`src/rtl/req_arb4.sv`:
```
// Four-requester round-robin arbiter with a shared word mux and one-hot completion pulses.
// Optional stall timeout that revokes a grant is enabled by defining ARB_TIMEOUT_EN.
module req_arb4 #(
    parameter int W   = 32,
    parameter int TMO = 15
) (
    input  logic         clk,
    input  logic         reset,
    input  logic [3:0]   req,
    input  logic [W-1:0] din0,
    input  logic [W-1:0] din1,
    input  logic [W-1:0] din2,
    input  logic [W-1:0] din3,
    input  logic         ready,
    output logic [3:0]   gnt,
    output logic [1:0]   sel,
    output logic         valid,
    output logic [W-1:0] dout,
    output logic [3:0]   done,
    output logic         tmo
);

    localparam logic [0:0] S_IDLE = 1'b0;
    localparam logic [0:0] S_BUSY = 1'b1;

    logic [0:0]   state_q, state_d;
    logic [3:0]   gnt_q, gnt_d;
    logic [1:0]   sel_q, sel_d;
    logic [1:0]   ptr_q, ptr_d;
    logic         xfer, abandon, timeout;
    logic [3:0]   cand;
    logic [1:0]   base, win, idx;
    logic         found;
    logic [W-1:0] din_arr [4];

    assign valid   = (state_q == S_BUSY);
    assign gnt     = gnt_q;
    assign sel     = sel_q;
    assign xfer    = valid & ready;
    assign abandon = valid & ~ready & ~req[sel_q];
    assign done    = gnt_q & {4{xfer}};

    assign din_arr[0] = din0;
    assign din_arr[1] = din1;
    assign din_arr[2] = din2;
    assign din_arr[3] = din3;
    assign dout = valid ? din_arr[sel_q] : '0;

    // When a transfer completes, the finished requester is masked and the search starts just past it.
    always_comb begin
        cand  = valid ? (req & ~gnt_q) : req;
        base  = valid ? (sel_q + 2'd1) : ptr_q;
        found = 1'b0;
        win   = 2'd0;
        idx   = 2'd0;
        for (int i = 0; i < 4; i++) begin
            idx = base + 2'(i);
            if (!found && cand[idx]) begin
                found = 1'b1;
                win   = idx;
            end
        end
    end

    always_comb begin
        state_d = state_q;
        gnt_d   = gnt_q;
        sel_d   = sel_q;
        ptr_d   = ptr_q;
        if (!valid) begin
            if (found) begin
                state_d = S_BUSY;
                gnt_d   = 4'b0001 << win;
                sel_d   = win;
            end
        end else if (xfer) begin
            ptr_d = sel_q + 2'd1;
            if (found) begin
                gnt_d = 4'b0001 << win;
                sel_d = win;
            end else begin
                state_d = S_IDLE;
                gnt_d   = 4'b0000;
                sel_d   = 2'd0;
            end
        end else if (abandon || timeout) begin
            ptr_d   = sel_q + 2'd1;
            state_d = S_IDLE;
            gnt_d   = 4'b0000;
            sel_d   = 2'd0;
        end
    end

    always_ff @(posedge clk or negedge reset) begin
        if (!reset) begin
            state_q <= S_IDLE;
            gnt_q   <= 4'b0000;
            sel_q   <= 2'd0;
            ptr_q   <= 2'd0;
        end else begin
            state_q <= state_d;
            gnt_q   <= gnt_d;
            sel_q   <= sel_d;
            ptr_q   <= ptr_d;
        end
    end

`ifdef ARB_TIMEOUT_EN
    localparam int CW = (TMO > 1) ? $clog2(TMO) : 1;

    logic [CW-1:0] cnt_q, cnt_d;
    logic          stall;
    logic          tmo_q;

    // Counter holds the number of stall cycles already spent; revoke on the TMO-th.
    assign stall   = valid & ~ready & req[sel_q];
    assign timeout = stall & (cnt_q == CW'(TMO - 1));
    assign cnt_d   = (stall && !timeout) ? cnt_q + 1'b1 : '0;
    assign tmo     = tmo_q;

    always_ff @(posedge clk or negedge reset) begin
        if (!reset) begin
            cnt_q <= '0;
            tmo_q <= 1'b0;
        end else begin
            cnt_q <= cnt_d;
            tmo_q <= timeout;
        end
    end
`else
    logic unused_tmo_cfg;

    assign timeout        = 1'b0;
    assign tmo            = 1'b0;
    assign unused_tmo_cfg = (TMO > 0);
`endif

endmodule

```
`config.mk`:
```
export PLATFORM = sky130hd
export DESIGN_NAME = req_arb4
export DESIGN_NICKNAME = d
export VERILOG_FILES = /design/src/rtl/req_arb4.sv
export SDC_FILE = /design/constraint.sdc
export NUM_CORES = 1
export LEC_CHECK = 0
export ABC_AREA = 1
export CAP_MARGIN = 20
export CORE_ASPECT_RATIO = 1.1
export CORE_MARGIN = 4
export CORE_UTILIZATION = 30
export DETAILED_ROUTE_END_ITERATION = 8
export PLACE_DENSITY = 0.89
export SLEW_MARGIN = 15
export SYNTH_ARGS = -nofsm -noshare
export SYNTH_HDL_FRONTEND = slang
export SYNTH_SLANG_ARGS = --single-unit
```
`constraint.sdc`:
```
create_clock -name clk -period 3.4 [get_ports clk]
set_input_delay 0.34 -clock clk [delete_from_list [all_inputs] [get_ports clk]]
set_output_delay 0.34 -clock clk [all_outputs]
set_load 0.1 [all_outputs]
```
==> flow_metrics.tcl <==
set metrics [dict create \
    period_needed_ns 2.59 \
    ys_ff_latch 9 \
    cp_slowest_cell "dfrtp_2" \
    drive_above_1_share_pct 19.3 \
    synth_edf_count 0 \
    cp.required_ns 3.06 \
    synth_cell_types 25 \
    synth-async-reset-ratio_pct 100 \
    synth_area_leader_cell "nor2_1" \
    max_stage_delay_ns 0.54 \
    htree_levels 1 \
    cp_num_buf_inv 3 \
    ctsLongestPathBuffers 2 \
    path_cells "inv_2 -> buf_4 -> nor2_1 -> nor2_1 -> o21ai_0 -> a21oi_2 -> buf_12" \
    relSlewSlack_pct 34.7 \
    grt-ovfl-total 0 \
    detail_route.iter0.violations 134 \
    dpl.hpwl_um 7560 \
    cts_buffers 3 \
    ant_nets 0 \
    die_x_um 84.1 \
    finalHoldViolCount 0 \
    cts_tree "done" \
    rsz0062_at_grt "no" \
    dr.pass1.iters 5 \
    clk_latency_ns 0.23 \
    first_global_vias 3127 \
    critPathLaunchType "register" \
    syn_area_mm2 0.00191 \
    route.detailed.drc 0 \
    fmax_ghz 0.386 \
    finalMaxSlewViolations 0 \
    yosysSeqAreaShare_pct 11.8 \
    root_buffer "clkbuf_8" \
    holdCritPathClass "input port to async pin" \
    ys_warn_count 0 \
    maxCapViolations 0 \
    fin_tns_setup_ns 0 \
    cts_resized 0 \
    grt_pass1_wl_um 14500 \
    whs_ns 0.402 \
    grt.total_usage_pct 23.0 \
    worst_pin_slew_ns 0.976 \
    cts_sinks 9 \
    vias 3194 \
    io_buffers 177 \
    boundaryPins 179 \
    endpoint_kind "primary output" \
    drt-vias-per-instance 5.12 \
    dp.cells 620 \
    synthFlopType "dfrtp_1" \
    clkTransAtPathRegs_ns 0.04 \
    syn_avg_cell_area_um2 4.95 \
    syn_inst 386 \
    ys_top_cells_by_area "nor2_1 (28%), o21ai_0 (18%), dfrtp_1 (12%), nand2_1 (11%), a21oi_1 (8.6%)" \
    coreArea_mm2 0.00619 \
    antenna_cells 0 \
    critPathTopFamily "buffers and inverters" \
    status "completed" \
    crit_type "register to primary output" \
    synth_top_cell_area_share_pct 27.5 \
    place_ws_ns 1.00 \
    grt_max_degree 53 \
    post_cts_buffers 0 \
    gp_congestion 0.932 \
    holdBufCountCts 0 \
    dieHeight_um 91.7 \
    cp_max_fo 37 \
    syn_nets 521 \
    finalNonFillerCells 624 \
    syn_to_final_growth_pct 118 \
    crit_arrival_ns 2.25 \
    crit_top_cell "nor2_1" \
    setup-violations-final 0 \
    antenna_found_initial 0 \
    wire_per_inst_um 14.9 \
    final.setup_skew_ns 0.000917 \
    final_nets 680 \
    rows 30 \
    fin_ws_ns 0.810 \
    wl_um 9300 \
    start_util_pct 30.8 \
    fin_crit_sh_pct 76.2 \
    dieArea_mm2 0.00771 \
]
-- cell families (layout without fill, tap and decap cells) --
| group | Yosys count | after routing | share of synthesized area (%) |
|---|---|---|---|
| AO/OA/AOI/OAI | 109 | 109 | 29.5 |
| other | 1 | 1 | 0.196 |
| flip-flops | 9 | 9 | 11.8 |
| buffers and inverters | 41 | 199 | 8.84 |
| AND/OR/NAND/NOR | 226 | 226 | 49.6 |
-- layout make-up --
cell class,instances,area (um2)
clock buffer,3,41.3
clock inverter,1,5.00
fill,521,2030
inverter,14,52.6
multi-input combinational,336,1640
sequential,9,226
tap,80,100
timing repair buffer,181,2100
-- cell usage after synthesis, types with 2 or more instances --
| master | number |
|---|---|
| a21oi_1 | 33 |
| nand4_1 | 2 |
| nand2_4 | 2 |
| nor2_1 | 140 |
| dfrtp_1 | 9 |
| inv_1 | 9 |
| nand2_1 | 54 |
| clkbuf_1 | 15 |
| o21ai_1 | 3 |
| inv_2 | 5 |
| nand3b_1 | 2 |
| nand3_1 | 10 |
| nand3_2 | 4 |
| buf_2 | 3 |
| o21ai_0 | 70 |
| buf_1 | 7 |
| nand2_2 | 10 |
-- final timing paths --
kind | from | to | slack (ns) | cells past startpoint
setup / recovery | sel[0] | dout[30] | 0.81 | 7
hold / removal | reset | gnt[0] | 0.40 | 1
setup reg to reg | sel[0] | gnt[3] | 0.96 | 10
hold reg to reg | ptr_q[1] | ptr_q[1] | 0.52 | 2
max in group asynchronous | reset | sel[0] | 2.69 | 1
min in group clk | ptr_q[1] | ptr_q[1] | 0.52 | 2
-- stage by stage --
step | util [%] | area (um2)
floorplan | - | 2030
global placement | 66.5 | 4120
detailed placement | 66.5 | 4120
CTS | 67.3 | 4170
global route | 67.3 | 4170
finish | 67.3 | 4170
-- worst reg2reg max path, cell delays in order, from the launching register on --
cell and delay, ns:
dfrtp_2 0.54, inv_2 0.41, buf_4 0.40, nor2_1 0.09
o311ai_0 0.36, nand2_1 0.19, o21ai_4 0.14, nand2_1 0.09
nand2_1 0.07, nand2_1 0.05, inv_1 0.05
-- registers in the layout, indices dropped and copies added, names as in the netlist --
| register | flops |
|---|---|
| valid | 1 |
| ptr_q | 2 |
| sel | 2 |
| gnt | 4 |
-- layout by cell type, fill, tap and decap left out --
| cell | Yosys | routed |
|---|---|---|
| o311ai_0 | 1 | 1 |
| buf_4 | 1 | 11 |
| inv_2 | 5 | 5 |
| o21ai_2 | 1 | 1 |
| nor2_4 | 1 | 1 |
| buf_12 | 0 | 32 |
| o21ai_4 | 1 | 1 |
| or2_2 | 1 | 1 |
| nand3b_1 | 2 | 2 |
| a21oi_1 | 33 | 1 |
| conb_1 | 1 | 1 |
| nand2_2 | 10 | 10 |
| nand2_1 | 54 | 54 |
| clkdlybuf4s50_1 | 0 | 138 |
| o21ai_1 | 3 | 3 |
| nand4_1 | 2 | 2 |
| nor2_1 | 140 | 140 |
| clkinv_2 | 0 | 1 |
| nand3_1 | 10 | 10 |
| nand3_2 | 4 | 4 |
| dfrtp_2 | 0 | 1 |
| dfrtp_1 | 9 | 8 |
| clkbuf_8 | 0 | 3 |
| a21oi_2 | 0 | 32 |
| o21ai_0 | 70 | 70 |
| nand2_4 | 2 | 2 |
| inv_1 | 9 | 9 |
-- routing by layer --
layer | GRT usage (%) | part of all wire, % | vias up
met5 | 0 | 0 | -
met4 | 14.1 | 5.8 | 0
met1 | 22.8 | 36 | 1441
met2 | 42.4 | 50 | 146
li1 | - | - | 1565
met3 | 5.93 | 7.6 | 42
Power is not shown: default switching activity piles up to over one toggle a cycle in this logic, so the estimate is an artifact.
